<file path="src/rtl/input_conditioner_pkg.sv">
// Shared types and DE2 (50 MHz) timing defaults for the input conditioner.
package input_conditioner_pkg;

  typedef enum logic [1:0] {
    KS_IDLE,
    KS_PRESS_WAIT,
    KS_PRESSED,
    KS_RELEASE_WAIT
  } key_state_e;

  // 20 ms debounce and 250 ms auto-repeat at 50 MHz.
  localparam int unsigned DEF_DEBOUNCE_CYCLES = 1_000_000;
  localparam int unsigned DEF_REPEAT_CYCLES   = 12_500_000;

endpackage

</file>
<file path="src/rtl/input_conditioner_if.sv">
// Pin-side and game-side signals of the input conditioner.
interface input_conditioner_if #(
  parameter int unsigned NKEYS = 2,
  parameter int unsigned NSW   = 16
);

  logic [NKEYS-1:0] KEY_N;
  logic [NSW-1:0]   SW_RAW;
  logic [NKEYS-1:0] KEY_PRESS;
  logic [NKEYS-1:0] KEY_LEVEL;
  logic [NSW-1:0]   SW_SYNC;
  logic             SW_CHANGED;

  modport master (
    output KEY_N, SW_RAW,
    input  KEY_PRESS, KEY_LEVEL, SW_SYNC, SW_CHANGED
  );

  modport slave (
    input  KEY_N, SW_RAW,
    output KEY_PRESS, KEY_LEVEL, SW_SYNC, SW_CHANGED
  );

endinterface

</file>
<file path="src/rtl/input_conditioner_key_debounce.sv">
// Synchroniser, debounce FSM and press pulse for one active-low pushbutton.
// KEY_AUTOREPEAT_EN adds a repeat pulse every REPEAT_CYCLES while held.
module key_debounce
  import input_conditioner_pkg::*;
#(
  parameter int unsigned DEBOUNCE_CYCLES = DEF_DEBOUNCE_CYCLES,
  parameter int unsigned CNT_W           = 20,
  parameter int unsigned REPEAT_CYCLES   = DEF_REPEAT_CYCLES
) (
  input  logic clk,
  input  logic rst,
  input  logic key_n,
  output logic key_press,
  output logic key_level
);

  localparam logic [CNT_W-1:0] DbLast = CNT_W'(DEBOUNCE_CYCLES - 1);

  if (DEBOUNCE_CYCLES < 2 || 64'(DEBOUNCE_CYCLES - 1) >= (64'(1) << CNT_W)) begin : g_bad_db
    $error("DEBOUNCE_CYCLES must be >= 2 and fit in CNT_W bits");
  end
`ifdef KEY_AUTOREPEAT_EN
  if (REPEAT_CYCLES < 2 || 64'(REPEAT_CYCLES - 1) >= (64'(1) << CNT_W)) begin : g_bad_rp
    $error("REPEAT_CYCLES must be >= 2 and fit in CNT_W bits");
  end
`else
  if (REPEAT_CYCLES < 2) begin : g_bad_rp
    $error("REPEAT_CYCLES must be >= 2");
  end
`endif

  logic [1:0]       sync_q;
  logic             key_low;
  key_state_e       state_q, state_d;
  logic [CNT_W-1:0] cnt_q, cnt_d;
  logic             press_q, press_d;

  assign key_low = ~sync_q[1];

`ifdef KEY_AUTOREPEAT_EN
  localparam logic [CNT_W-1:0] RpLast = CNT_W'(REPEAT_CYCLES - 1);
  logic [CNT_W-1:0] rpt_q, rpt_d;

  always_ff @(posedge clk) begin
    if (rst) rpt_q <= '0;
    else     rpt_q <= rpt_d;
  end
`endif

  always_ff @(posedge clk) begin
    if (rst) begin
      sync_q  <= 2'b11;
      state_q <= KS_IDLE;
      cnt_q   <= '0;
      press_q <= 1'b0;
    end else begin
      sync_q  <= {sync_q[0], key_n};
      state_q <= state_d;
      cnt_q   <= cnt_d;
      press_q <= press_d;
    end
  end

  always_comb begin
    state_d = state_q;
    cnt_d   = cnt_q;
    press_d = 1'b0;
`ifdef KEY_AUTOREPEAT_EN
    rpt_d   = '0;
`endif
    case (state_q)
      KS_IDLE: begin
        if (key_low) begin
          state_d = KS_PRESS_WAIT;
          cnt_d   = '0;
        end
      end
      KS_PRESS_WAIT: begin
        if (!key_low) begin
          state_d = KS_IDLE;
        end else if (cnt_q == DbLast) begin
          state_d = KS_PRESSED;
          press_d = 1'b1;
        end else if (cnt_q != '1) begin
          cnt_d = cnt_q + CNT_W'(1);
        end
      end
      KS_PRESSED: begin
        if (!key_low) begin
          state_d = KS_RELEASE_WAIT;
          cnt_d   = '0;
        end
`ifdef KEY_AUTOREPEAT_EN
        else if (rpt_q == RpLast) begin
          press_d = 1'b1;
        end else begin
          rpt_d = rpt_q + CNT_W'(1);
        end
`endif
      end
      KS_RELEASE_WAIT: begin
        // Returning low here is bounce on release, not a new press.
        if (key_low) begin
          state_d = KS_PRESSED;
        end else if (cnt_q == DbLast) begin
          state_d = KS_IDLE;
        end else if (cnt_q != '1) begin
          cnt_d = cnt_q + CNT_W'(1);
        end
      end
      default: state_d = KS_IDLE;
    endcase
  end

  assign key_press = press_q;
  assign key_level = (state_q == KS_PRESSED) || (state_q == KS_RELEASE_WAIT);

endmodule

</file>
<file path="src/rtl/input_conditioner.sv">
// DE2 pushbutton/switch front end: per-key debounce plus whole-vector switch debounce.
// Define KEY_AUTOREPEAT_EN to enable key auto-repeat.
module input_conditioner
  import input_conditioner_pkg::*;
#(
  parameter int unsigned NKEYS           = 2,
  parameter int unsigned NSW             = 16,
  parameter int unsigned DEBOUNCE_CYCLES = DEF_DEBOUNCE_CYCLES,
  parameter int unsigned CNT_W           = 20,
  parameter int unsigned REPEAT_CYCLES   = DEF_REPEAT_CYCLES
) (
  input logic                CLK,
  input logic                RST,
  input_conditioner_if.slave bus
);

  localparam logic [CNT_W-1:0] DbLast = CNT_W'(DEBOUNCE_CYCLES - 1);

  logic [NKEYS-1:0] key_press;
  logic [NKEYS-1:0] key_level;

  for (genvar k = 0; k < NKEYS; k++) begin : g_key
    key_debounce #(
      .DEBOUNCE_CYCLES (DEBOUNCE_CYCLES),
      .CNT_W           (CNT_W),
      .REPEAT_CYCLES   (REPEAT_CYCLES)
    ) u_key (
      .clk       (CLK),
      .rst       (RST),
      .key_n     (bus.KEY_N[k]),
      .key_press (key_press[k]),
      .key_level (key_level[k])
    );
  end

  logic [NSW-1:0]   sw_s1_q, sw_s2_q, sw_last_q;
  logic [NSW-1:0]   sw_sync_q, sw_sync_d;
  logic [CNT_W-1:0] sw_cnt_q, sw_cnt_d;
  logic             sw_chg_q, sw_chg_d;
  logic             sw_stable;

  always_ff @(posedge CLK) begin
    if (RST) begin
      sw_s1_q   <= '0;
      sw_s2_q   <= '0;
      sw_last_q <= '0;
      sw_cnt_q  <= '0;
      sw_sync_q <= '0;
      sw_chg_q  <= 1'b0;
    end else begin
      sw_s1_q   <= bus.SW_RAW;
      sw_s2_q   <= sw_s1_q;
      sw_last_q <= sw_s2_q;
      sw_cnt_q  <= sw_cnt_d;
      sw_sync_q <= sw_sync_d;
      sw_chg_q  <= sw_chg_d;
    end
  end

  // Any bit change in the synced vector restarts the stability count.
  always_comb begin
    sw_stable = (sw_s2_q == sw_last_q);
    sw_cnt_d  = sw_cnt_q;
    sw_sync_d = sw_sync_q;
    sw_chg_d  = 1'b0;
    if (!sw_stable) begin
      sw_cnt_d = '0;
    end else if (sw_cnt_q != '1) begin
      sw_cnt_d = sw_cnt_q + CNT_W'(1);
    end
    if (sw_stable && (sw_cnt_q == DbLast) && (sw_s2_q != sw_sync_q)) begin
      sw_sync_d = sw_s2_q;
      sw_chg_d  = 1'b1;
    end
  end

  assign bus.KEY_PRESS  = key_press;
  assign bus.KEY_LEVEL  = key_level;
  assign bus.SW_SYNC    = sw_sync_q;
  assign bus.SW_CHANGED = sw_chg_q;

endmodule

</file>
<file path="src/flat_wrapper.sv">
// flat-port wrapper written by rule: the top's interface ports become plain ports
module input_conditioner_flat import input_conditioner_pkg::*;
#(
  parameter int unsigned NKEYS           = 2,
  parameter int unsigned NSW             = 16,
  parameter int unsigned DEBOUNCE_CYCLES = DEF_DEBOUNCE_CYCLES,
  parameter int unsigned CNT_W           = 20,
  parameter int unsigned REPEAT_CYCLES   = DEF_REPEAT_CYCLES
)
  (CLK, RST, bus_KEY_N, bus_SW_RAW, bus_KEY_PRESS, bus_KEY_LEVEL, bus_SW_SYNC, bus_SW_CHANGED);
  input_conditioner_if #(.NKEYS(NKEYS), .NSW(NSW)) bus_i ();
  input logic CLK;
  input logic RST;
  input wire logic [$bits(bus_i.KEY_N)-1:0] bus_KEY_N;
  input wire logic [$bits(bus_i.SW_RAW)-1:0] bus_SW_RAW;
  output wire logic [$bits(bus_i.KEY_PRESS)-1:0] bus_KEY_PRESS;
  output wire logic [$bits(bus_i.KEY_LEVEL)-1:0] bus_KEY_LEVEL;
  output wire logic [$bits(bus_i.SW_SYNC)-1:0] bus_SW_SYNC;
  output wire logic [$bits(bus_i.SW_CHANGED)-1:0] bus_SW_CHANGED;
  assign bus_i.KEY_N = bus_KEY_N;
  assign bus_i.SW_RAW = bus_SW_RAW;
  assign bus_KEY_PRESS = bus_i.KEY_PRESS;
  assign bus_KEY_LEVEL = bus_i.KEY_LEVEL;
  assign bus_SW_SYNC = bus_i.SW_SYNC;
  assign bus_SW_CHANGED = bus_i.SW_CHANGED;
  input_conditioner #(.NKEYS(NKEYS), .NSW(NSW), .DEBOUNCE_CYCLES(DEBOUNCE_CYCLES), .CNT_W(CNT_W), .REPEAT_CYCLES(REPEAT_CYCLES)) u_core (.CLK(CLK), .RST(RST), .bus(bus_i));
endmodule
</file>
<file path="config.mk">
export PLATFORM = sky130hd
export DESIGN_NAME = input_conditioner_flat
export DESIGN_NICKNAME = d
export VERILOG_FILES = /design/src/rtl/input_conditioner_pkg.sv /design/src/rtl/input_conditioner_if.sv /design/src/rtl/input_conditioner_key_debounce.sv /design/src/rtl/input_conditioner.sv /design/src/flat_wrapper.sv
export SDC_FILE = /design/constraint.sdc
export NUM_CORES = 1
export LEC_CHECK = 0
export ABC_CLOCK_PERIOD_IN_PS = 2150
export CORE_ASPECT_RATIO = 0.75
export CORE_MARGIN = 2
export CORE_UTILIZATION = 35
export CTS_CLUSTER_SIZE = 12
export DETAILED_ROUTE_END_ITERATION = 10
export PLACE_DENSITY = 0.6
export SKIP_LAST_GASP = 1
export SYNTH_ARGS = -nofsm -noshare
export SYNTH_HDL_FRONTEND = slang
export SYNTH_SLANG_ARGS = --single-unit
</file>
<file path="constraint.sdc">
create_clock -name CLK -period 2.15 [get_ports CLK]
set_input_delay 0.43 -clock CLK [delete_from_list [all_inputs] [get_ports CLK]]
set_output_delay 0.43 -clock CLK [all_outputs]
set_load 0.005 [all_outputs]
</file>
==> results of run 1 <==
==> layer usage <==
layer,vias up,global-route usage [%]
met1,2216,20.67
met4,0,5.849
li1,2352,-
met3,6,3.437
met2,89,20.67
met5,-,0
==> registers in the layout (all words and copies together) (netlist names), named ones only <==
| register | cells |
|---|---|
| u_core.g_key.u_key.state_q | 2 |
| u_core.sw_last_q | 16 |
| u_core.g_key.u_key.cnt_q | 40 |
| u_core.sw_s2_q | 16 |
| u_core.g_key.u_key.key_press | 2 |
| u_core.bus.SW_SYNC | 16 |
| u_core.sw_cnt_q | 20 |
| u_core.g_key.u_key.sync_q | 4 |
| u_core.bus.SW_CHANGED | 1 |
| u_core.sw_s1_q | 16 |
==> worst reg2reg max path: stages (launching register included) <==
cell and delay [ns]:
dfxtp_1 0.40, ha_2 0.24, and3_2 0.25, and3_1 0.22, o311a_4 0.25, or4b_1 0.45
a21oi_1 0.17
==> through the flow <==
stage	instance area (µm²)	setup slack, ns	hold WS, ns
after floorplan	6006	0.2382	0.3895
after global placement	6639	0.1262	0.3920
after detailed placement	6639	0.04662	0.3929
after CTS	7188	0.02048	0.3730
after global routing	7256	0.007047	0.3843
final	7256	0.1084	0.3888
==> cells by family after synthesis <==
kind of cell,Yosys count
XOR/XNOR,48
flip-flops,135
buffers and inverters,45
AND/OR/NAND/NOR,272
adder cells (fa/ha/maj),3
multiplexers,24
AO/OA/AOI/OAI,95
==> how the worst min path moves through the flow <==
stage,depth (start not counted),to,slack (ns)
2_1_floorplan,1,u_core.g_key[0].u_key.sync_q[1],0.39
3_3_place_gp,1,u_core.g_key[1].u_key.sync_q[1],0.39
3_5_place_dp,1,u_core.g_key[1].u_key.sync_q[1],0.39
4_1_cts,2,u_core.g_key[1].u_key.state_q[0],0.37
5_1_grt,2,u_core.g_key[1].u_key.state_q[0],0.38
6_report,2,u_core.g_key[1].u_key.state_q[0],0.39
==> placed cells by master, fill, tap and decap left out, types with 5 or more instances in the layout <==
cell type        Yosys  final
o21ai_0              5      5
dfxtp_1            135    135
a21oi_1             32     31
mux2i_1              8      8
mux2_4              10     10
nand4_1             17     17
and4_1              10     10
nor2_1              32     32
buf_4                7     21
nand2_1             31     31
nor4b_1              5      5
or2_2                6      6
o21ai_1              5      5
inv_1               10     10
nand3_1             23     22
xor2_1              29     29
o41ai_1              5      5
or4_1               21     21
o31ai_1             20     20
nor2b_1             64     64
nand2b_1             7      7
xnor2_1             19     19
mux2_2               6      6
clkdlybuf4s50_1      0     39
clkbuf_16            0     17
nor4_1              13     13
and3_1               6      5
nor3_1              13     11
==> area by class of cell <==
class,count,area (µm²),area share (%)
clock buffer,22,484.2,6.674
clock inverter,8,65.06,0.8967
inverter,10,37.54,0.5173
multi-input combinational,442,3124,43.06
sequential,135,2703,37.25
tap,215,269.0,3.708
timing repair buffer,62,573.1,7.898
==> power groups by stage <==
stage	clock network (µW)	logic [µW]	registers (µW)
after global placement	0	206	2620
after global routing	2860	233	2570
after CTS	2750	211	2570
final	2670	210	2570
after floorplan	0	130	2620
after detailed placement	0	210	2620
==> what timing repair did <==
action	in CTS	in global routing
setup buffers	0	1
endpoints found under the setup margin	0	19
gates resized for setup	0	9
==> summary.txt, run 1 <==
Power and ir drop
  – PwrDens: 750.8 nW/µm²
  – Switching share of power: 22.15%
  – Clk network pwr share: 49.0%
  – Peak supply drop: around 600 µV
  – NetSw: 1207 µW
  – Cell Int Power: 4241 µW
  – Pwr Total: 5447 µW
  – Combinational share of power: 3.9%
  – Reg power frac: a little under half
  – Pleak: 0.002576 µW

Global route
  – Gr ovfl total: 0
  – Initial antenna violation count: 0
  – Vias in the first global route: between 4000 and 5000
  – GRT Resource Usage Total: 14.41%
  – First-pass GRT wire length: between 20000 and 25000 µm
  – Largest net degree at the start of global routing: 36

Place
  – Port bufs: 40
  – Inst Count DP: between 800 and 900
  – DP HPWL: 8739 µm
  – Gp weighted congestion: between 0.8 and 0.9

Logic synthesis
  – Largest family of logic cells by synthesized area: simple AND/OR/NAND/NOR gates
  – Mapped Area: 6006 µm²
  – Number of synthesized flops with an enable pin: 0
  – Syn Area/Cell: 9.656 µm²
  – Simple logic cell fraction of the synthesized area: 27.73%
  – Most frequent cell after synthesis: dfxtp_1
  – Syn_nets: approximately 650
  – Syn. warnings: 0
  – Synth Register Bits: roughly 140
  – Synth Area in XOR/XNOR: 7.000%
  – Compound-cell area share of the yosys netlist: between 10% and 20%
  – Adder-Cell Fraction of Synth Area: 0.6250%
  – Synth cell count leaders: dfxtp_1 (135), nor2b_1 (64), a21oi_1 (32), nor2_1 (32), nand2_1 (31)
  – Dominant cell type by area after synthesis: dfxtp_1
  – Mux cell area share after synthesis: 4.958%
  – Count of cell types in the netlist: 60
  – Post-synth top area share: about 45%
  – Seq/Total Area, Yosys: 45.00%
  – Post-synth top flop: dfxtp_1
  – Top cells by area, synth: dfxtp_1 (45%), nor2b_1 (6.7%), xor2_1 (4.2%), xnor2_1 (2.8%), a21oi_1 (2.7%)
  – Asr flop ratio synth: 0%
  – Mapped Cells: 622

Worst setup path
  – CP Capture Type: flop
  – CP top delay family: simple AND/OR/NAND/NOR gates
  – Critical path required time: 2.49 ns
  – Stages on the worst setup path: 6
  – Reg2reg setup slack: 0.11 ns
  – Critical Path Source Type: flop
  – Crit path buffers/inverters: 0
  – WS Path Type: flop to flop
  – R2r worst-path depth: 6
  – CP startpoint: u_core.g_key[1].u_key.cnt_q[0]
  – Crit path to: u_core.g_key[1].u_key.cnt_q[18]
  – Crit-path slowest cell: or4b_1
  – Worst-path cell chain: ha_2 -> and3_2 -> and3_1 -> o311a_4 -> or4b_1 -> a21oi_1
  – CP peak stage delay: ~0.45 ns
  – Reg-to-reg endpoint: u_core.g_key[1].u_key.cnt_q[18]
  – Critical path fanouts, max: 7
  – Reg-to-reg startpoint: u_core.g_key[1].u_key.cnt_q[0]
  – WP data arrival: between 2 and 2.5 ns

Drt
  – Detail Route Antenna Nets: 0
  – Met1 Routed Length: ~6400 µm
  – Vias/cell: 5.216
  – Top sig layer: met4
  – WL met3: 594 µm
  – Drt wl/cell: 14.24 µm
  – Met2 WL: 5621 µm
  – Vias: about 4700
  – DRC: 0
  – DR pass1 iterations: 5
  – Overall routed net length: 12730 µm
  – Iteration-0 DRC Markers: 397

Clock tree
  – CTS Sinks: 135
  – Clock root cell: clkbuf_16
  – Num CTS Buffers: 17
  – Worst-Skew Late Latency: 0.41 ns
  – TritonCTS clock tree: done
  – Hold buffers post-CTS: 0
  – Clock transition at path regs: 0.06 ns
  – Max Root-Sink Buffers: 2
  – H-tree Lvls: 4

Timing
  – Hold Violations, Final: 0
  – TNS Setup: 0 ns
  – Post-route minimum period: 2.042 ns
  – Final Cycle Share: 94.96%
  – Slew margin rel.: 61.73%
  – Final Max Tran Viols: 0
  – Clock skew: 0.01300 ns
  – Unrepaired setup endpoints after global routing: no
  – Finish-stage setup viols: 0
  – Slew @ Worst Pin: 0.5741 ns
  – Fmax: 489.8 MHz

Floorplanning
  – Die width: around 160 µm
  – Floorplan Core Area: 16830 µm²
  – Rows: 41
  – Io pins: 41
  – Area of the die: approximately 18000 µm²
  – Die height: 117.4 µm
  – Initial Util: 35.69%

Finish
  – Area delta synth->final: 20.81%
  – Diode count: 0
  – Layout cells sized above 1: between 10% and 20%
  – Layout fillers: 1601
  – Core Util, Final: 43.12%
  – Nets: 691
  – Final Non-Filler Cells: 894

Hold path
  – Worst Hold Class: primary input to flop
  – Hold Startpoint: RST

Run
  – Max-cap violations: 0

Run status
  – Outcome: complete, no violations
Note: power is estimated with default switching activity, not from simulation.
==> run 2, diff against run 1 <==
--- a/config.mk
+++ b/config.mk
@@ -6,7 +6,7 @@
 export NUM_CORES = 1
 export LEC_CHECK = 0
 export ABC_CLOCK_PERIOD_IN_PS = 2150
-export CORE_ASPECT_RATIO = 0.75
+export CORE_ASPECT_RATIO = 1.2
 export CORE_MARGIN = 2
 export CORE_UTILIZATION = 35
 export CTS_CLUSTER_SIZE = 12
==> run 2 against run 1 <==
  * Cell area is 0.22% higher
  * Worst hold slack improved by 0.027 ns
  * Die area barely moved
  * Register-to-register slack about the same
  * Wire length increased by 0.38%
  * Critical path type unchanged
  * Sequential share of layout area decreased by 0.083 points
  * Maximum frequency fell by 0.41%
  * Clock skew decreased by 0.0014 ns
==> summary.txt, run 2 (synthesis gave the netlist of run 1 again) <==
Finish
  – Commonest non-fill, non-tap cells in the layout: dfxtp_1 (135), nor2b_1 (64), clkdlybuf4s50_1 (39) (unchanged)
  – Nets: 691 (unchanged)
  – Largest regs: u_core.g_key.u_key.cnt_q: 40 flops, u_core.sw_cnt_q: 20 flops (unchanged)
  – Layout fillers: 1557 (was 1601)
  – Biggest register: u_core.g_key.u_key.cnt_q (unchanged)
  – Commonest non-fill, non-tap cell in the layout: dfxtp_1 (unchanged)
  – Layout cells sized above 1: 14.54% (was 14.14%)
  – Finished Cell Area: 7272 µm² (was 7256 µm²)
  – Area delta synth->final: 21.08% (was 20.81%)
  – Diode count: 0 (unchanged)
  – Max reg flops: 40 (unchanged)

Run status
  – Outcome: complete, no violations (unchanged)

Global route
  – GRT Resource Usage Total: 14.54% (was 14.41%)
  – Vias in the first global route: 4633 (was 4355)
  – Largest net degree at the start of global routing: 28 (was 36)
  – Gr ovfl total: 0 (unchanged)
  – Initial antenna violation count: 0 (unchanged)
  – First-pass GRT wire length: 21420 µm (was 21330 µm)

Clock tree
  – Hold buffers post-CTS: 0 (unchanged)
  – TritonCTS clock tree: done (unchanged)
  – Clock root cell: clkbuf_16 (unchanged)
  – Num CTS Buffers: 17 (unchanged)
  – Clock transition at path regs: 0.06 ns (about the same)
  – H-tree Lvls: 4 (unchanged)
  – Max Root-Sink Buffers: 2 (unchanged)
  – CTS Sinks: 135 (unchanged)
  – Worst-Skew Late Latency: 0.41 ns (about the same)
  – Post-CTS Setup Inserts: 0 (unchanged)

Worst setup path
  – Critical path required time: 2.44 ns (was 2.49 ns)
  – Critical path fanouts, max: 16 (was 7)
  – WP data arrival: 2.34 ns (was 2.38 ns)
  – Critical Path Source Type: flop (unchanged)
  – CP Capture Type: flop (unchanged)
  – WS Path Type: flop to flop (unchanged)

Drt
  – Detail Route Antenna Nets: 0 (unchanged)
  – Iteration-0 DRC Markers: 155 (was 397)
  – Drt wl/cell: 14.24 µm (about the same)
  – Vias/cell: 5.222 (was 5.216)
  – DR pass1 iterations: 4 (was 5)
  – Overall routed net length: 12780 µm (was 12730 µm)
  – DRC: 0 (unchanged)
  – Vias: 4684 (was 4663)

Place
  – DP HPWL: 8781 µm (was 8739 µm)
  – Gp weighted congestion: 0.7943 (was 0.8418)
  – DP Worst Slack: 0.06150 ns (was 0.04662 ns)
  – Port bufs: 40 (unchanged)
  – Area after DPL: 6660 µm² (was 6639 µm²)

Timing
  – Final Cycle Share: 95.35% (was 94.96%)
  – Worst hold slack: 0.4159 ns (was 0.3888 ns)
  – Slew margin rel.: 62.66% (was 61.73%)
  – Slew @ Worst Pin: 0.5561 ns (was 0.5741 ns)
  – TNS Setup: 0 ns (unchanged)
  – Fmax: 487.8 MHz (was 489.8 MHz)
  – Hold Violations, Final: 0 (unchanged)
  – Min setup slack post-route: 0.09993 ns (was 0.1084 ns)
  – Post-route minimum period: 2.050 ns (was 2.042 ns)
  – Final Max Tran Viols: 0 (unchanged)
  – Unrepaired setup endpoints after global routing: yes (was no)
  – Finish-stage setup viols: 0 (unchanged)
  – Clock skew: 0.01157 ns (was 0.01300 ns)

Floorplanning
  – Die height: 147.5 µm (was 117.4 µm)
  – Rows: 52 (was 41)
  – Initial Util: 35.64% (was 35.69%)
  – Area of the die: 18230 µm² (about the same)
  – Floorplan Core Area: 16850 µm² (was 16830 µm²)
  – Io pins: 41 (unchanged)
  – Die width: 123.6 µm (was 155.3 µm)

Power and ir drop
  – PwrDens: 756.6 nW/µm² (was 750.8 nW/µm²)
  – Pwr Total: 5502 µW (was 5447 µW)
  – Peak supply drop: 468.1 µV (was 600.2 µV)
  – Pleak: 0.002602 µW (was 0.002576 µW)

Run
  – Max-cap violations: 0 (unchanged)

Hold path
  – Worst Hold Class: flop to flop (was primary input to flop)
[run 2: final timing paths]
check / endpoint / cells past startpoint / slack (ns) / from
max: u_core.bus.SW_SYNC[6] / 5 / 0.1 / u_core.sw_cnt_q[17]
min: u_core.g_key[0].u_key.sync_q[1] / 1 / 0.42 / u_core.g_key[0].u_key.sync_q[0]
max reg2reg: u_core.bus.SW_SYNC[6] / 5 / 0.1 / u_core.sw_cnt_q[17]
min reg2reg: u_core.g_key[0].u_key.sync_q[1] / 1 / 0.42 / u_core.g_key[0].u_key.sync_q[0]
[run 2: through the flow]
stage               std cells  util, %
floorplan                 622        -
global placement          865    39.52
detailed placement        865    39.52
CTS                       897    42.83
global route              897    43.15
finish                    897    43.15
[run 2: critical path, cell delays in order (launching register included)]
cell,delay [ns]
dfxtp_1,0.43
nand3_2,0.13
or4_4,0.45
nor3_4,0.23
nand3_4,0.30
mux2_4,0.39
[run 2: area by class of cell]
cell class | count | area [µm²] | area share (%)
flip-flops and latches | 135 | 2703 | 37.16
well taps | 216 | 270.3 | 3.716
multi-input cells | 442 | 3131 | 43.05
inverters | 10 | 37.54 | 0.5162
clock inverters | 15 | 132.6 | 1.824
repair buffers | 62 | 573.1 | 7.880
clock buffers | 17 | 425.4 | 5.850
[run 2: timing repair]
action                                  4_1_cts  5_1_grt
hold endpoints to repair                      0        0
resized for setup                             0        9
endpoints found under the setup margin        0       10
[run 2: where the power goes]
group          leakage [µW]  total (µW)  switching [µW]  internal (µW)
logic               0.00123         213             109            104
clock network      0.000271        2720            1200           1520
registers           0.00110        2560            22.3           2540
total               0.00260        5500            1330           4170
[run 2: layer usage]
metal / wire (µm) / vias up / track usage (%)
met4: 189 / 0 / 5.227
met2: 6398 / 99 / 24.81
met5: 0 / - / 0
met1: 5563 / 2212 / 17.24
met3: 626 / 15 / 4.090
li1: - / 2358 / -
==> run 3, diff against run 2 <==
--- a/config.mk
+++ b/config.mk
@@ -8,10 +8,10 @@
 export ABC_CLOCK_PERIOD_IN_PS = 2150
 export CORE_ASPECT_RATIO = 1.2
 export CORE_MARGIN = 2
-export CORE_UTILIZATION = 35
+export CORE_UTILIZATION = 40
 export CTS_CLUSTER_SIZE = 12
 export DETAILED_ROUTE_END_ITERATION = 10
-export PLACE_DENSITY = 0.6
+export PLACE_DENSITY = 0.66
 export SKIP_LAST_GASP = 1
 export SYNTH_ARGS = -nofsm -noshare
 export SYNTH_HDL_FRONTEND = slang
==> run 3 against run 2 <==
  * Critical endpoint is now u_core.g_key[1].u_key.cnt_q[18]
  * Worst setup slack better by 0.013 ns
  * Wire length is 2.2% lower
  * Via count is 0.58% higher
  * Worst hold slack worse by 0.0067 ns
  * Largest power group unchanged
  * First-iteration DRC count is 0.65% lower
  * Cell area is 0.38% lower
  * Clock power hardly changed
  * Count of clock-buffer cells in the layout stayed put
  * Cell count is 1.4% lower
  * Sequential share of layout area is 0.14 points higher
  * Die area is 12% lower
==> summary.txt, run 3 (synthesis gave the netlist of run 1 again) <==
Finish
  – Nets: 690 (was 691)
  – Layout cells sized above 1: 13.82% (was 14.54%)
  – Area delta synth->final: 20.63% (was 21.08%)
  – Biggest register: u_core.g_key.u_key.cnt_q (unchanged)
  – Final Non-Filler Cells: 884 (was 897)
  – Diode count: 0 (unchanged)
  – Commonest non-fill, non-tap cells in the layout: dfxtp_1 (135), nor2b_1 (64), clkdlybuf4s50_1 (39) (unchanged)
  – Max reg flops: 40 (unchanged)
  – Largest regs: u_core.g_key.u_key.cnt_q: 40 flops, u_core.sw_cnt_q: 20 flops (unchanged)
  – Commonest non-fill, non-tap cell in the layout: dfxtp_1 (unchanged)

Worst setup path
  – Crit-path slowest cell: or4b_1 (was or4_4)
  – CP startpoint: u_core.g_key[1].u_key.cnt_q[0] (was u_core.sw_cnt_q[17])
  – Critical path required time: 2.49 ns (was 2.44 ns)
  – Worst-path cell chain: ha_1 -> and3_1 -> and3_1 -> o311a_4 -> or4b_1 -> a21oi_1 (was nand3_2 -> or4_4 -> nor3_4 -> nand3_4 -> mux2_4)
  – WP data arrival: 2.38 ns (was 2.34 ns)
  – Crit path buffers/inverters: 0 (unchanged)
  – CP top delay family: simple AND/OR/NAND/NOR gates (unchanged)
  – Most used cell, CP: and3_1
  – CP peak stage delay: 0.44 ns (was 0.45 ns)
  – Critical path fanouts, max: 7 (was 16)
  – Critical Path Source Type: flop (unchanged)
  – CP Capture Type: flop (unchanged)
  – Reg-to-reg startpoint: u_core.g_key[1].u_key.cnt_q[0] (was u_core.sw_cnt_q[17])
  – WS Path Type: flop to flop (unchanged)

Clock tree
  – H-tree Lvls: 4 (unchanged)
  – Clock transition at path regs: 0.06 ns (about the same)
  – Hold buffers post-CTS: 0 (unchanged)
  – Worst-Skew Late Latency: 0.41 ns (about the same)
  – Clock root cell: clkbuf_16 (unchanged)
  – CTS Sinks: 135 (unchanged)
  – TritonCTS clock tree: done (unchanged)
  – Num CTS Buffers: 17 (unchanged)
  – Max Root-Sink Buffers: 2 (unchanged)

Timing
  – Min setup slack post-route: 0.1129 ns (was 0.09993 ns)
  – Finish-stage setup viols: 0 (unchanged)
  – Fmax: 490.9 MHz (was 487.8 MHz)
  – Final Cycle Share: 94.75% (was 95.35%)
  – Worst hold slack: 0.4092 ns (was 0.4159 ns)
  – Post-route minimum period: 2.037 ns (was 2.050 ns)
  – Slew margin rel.: 61.04% (was 62.66%)
  – Hold Violations, Final: 0 (unchanged)
  – Unrepaired setup endpoints after global routing: yes (unchanged)
  – Slew @ Worst Pin: 0.5802 ns (was 0.5561 ns)
  – Final Max Tran Viols: 0 (unchanged)
  – Clock skew: 0.01081 ns (was 0.01157 ns)

Floorplanning
  – Io pins: 41 (unchanged)
  – Area of the die: 16010 µm² (was 18230 µm²)
  – Die width: 115.9 µm (was 123.6 µm)
  – Initial Util: 40.48% (was 35.64%)
  – Rows: 49 (was 52)
  – Floorplan Core Area: 14840 µm² (was 16850 µm²)
  – Die height: 138.2 µm (was 147.5 µm)

Power and ir drop
  – Peak supply drop: 491.2 µV (was 468.1 µV)
  – Pwr Total: 5512 µW (was 5502 µW)
  – Pleak: 0.002592 µW (was 0.002602 µW)
  – PwrDens: 760.8 nW/µm² (was 756.6 nW/µm²)

Drt
  – Vias: 4711 (was 4684)
  – Overall routed net length: 12500 µm (was 12780 µm)
  – Iteration-0 DRC Markers: 154 (was 155)
  – DR pass1 iterations: 5 (was 4)
  – Vias/cell: 5.329 (was 5.222)
  – DRC: 0 (unchanged)
  – Drt wl/cell: 14.13 µm (was 14.24 µm)
  – Detail Route Antenna Nets: 0 (unchanged)

Place
  – Gp weighted congestion: 0.7711 (was 0.7943)
  – Port bufs: 40 (unchanged)
  – Inst Count DP: 851 (was 865)
  – DP Worst Slack: 0.05200 ns (was 0.06150 ns)
  – DP HPWL: 8600 µm (was 8781 µm)

Run status
  – Outcome: complete, no violations (unchanged)

Global route
  – Largest net degree at the start of global routing: 36 (was 28)
  – Gr ovfl total: 0 (unchanged)
  – First-pass GRT wire length: 21380 µm (was 21420 µm)
  – Initial antenna violation count: 0 (unchanged)
  – Vias in the first global route: 4598 (was 4633)
  – GRT Resource Usage Total: 16.33% (was 14.54%)

Run
  – Max-cap violations: 0 (unchanged)

Hold path
  – Hold Startpoint: u_core.g_key[0].u_key.sync_q[0] (unchanged)
  – Worst Hold Class: flop to flop (unchanged)
## run 3: metal layers
metal	wire, µm	GRT usage [%]
met1	5726	20.76
met2	6196	26.78
met3	400	4.165
met4	172	5.639
met5	0	0
## run 3: what timing repair did
action | in CTS | in global routing
endpoints found under the setup margin | 0 | 38
gates resized for setup | 0 | 5
buffers inserted | 0 | 1
hold endpoints to repair | 0 | 0
## run 3: path summary, 6_finish.rpt
path                                                         to  slack, ns  cells past startpoint
worst max-delay path            u_core.g_key[1].u_key.cnt_q[18]       0.11                      6
worst max register to register  u_core.g_key[1].u_key.cnt_q[18]       0.11                      6
worst min register to register  u_core.g_key[0].u_key.sync_q[1]       0.41                      1
worst min-delay path            u_core.g_key[0].u_key.sync_q[1]       0.41                      1
## run 3: final cells by class
cell class	count	area, µm²
Clock buffer	17	425.4
Timing Repair Buffer	61	578.1
Fill cell	1403	7592
Multi-Input combinational cell	442	3110
Clock inverter	15	135.1
Sequential cell	135	2703
Tap cell	204	255.2
Inverter	10	37.54
## run 3: where the power goes
part	internal (µW)	switching [µW]
logic	102	111
registers	2540	22.0
clock network	1530	1210
## run 3: per-stage QoR
step                      utilization, %  setup TNS [ns]  cell area (µm²)
after floorplan                        -               0             6006
after global placement             44.69               0             6630
after detailed placement           44.69               0             6630
after CTS                          48.47               0             7191
after global routing               48.83        -0.01661             7244
final                              48.83               0             7244
## run 3: worst register-to-register path, stage by stage, from the launching register on
cell     delay, ns
dfxtp_1       0.40
ha_1          0.24
and3_1        0.28
and3_1        0.22
o311a_4       0.24
or4b_1        0.44
a21oi_1       0.15
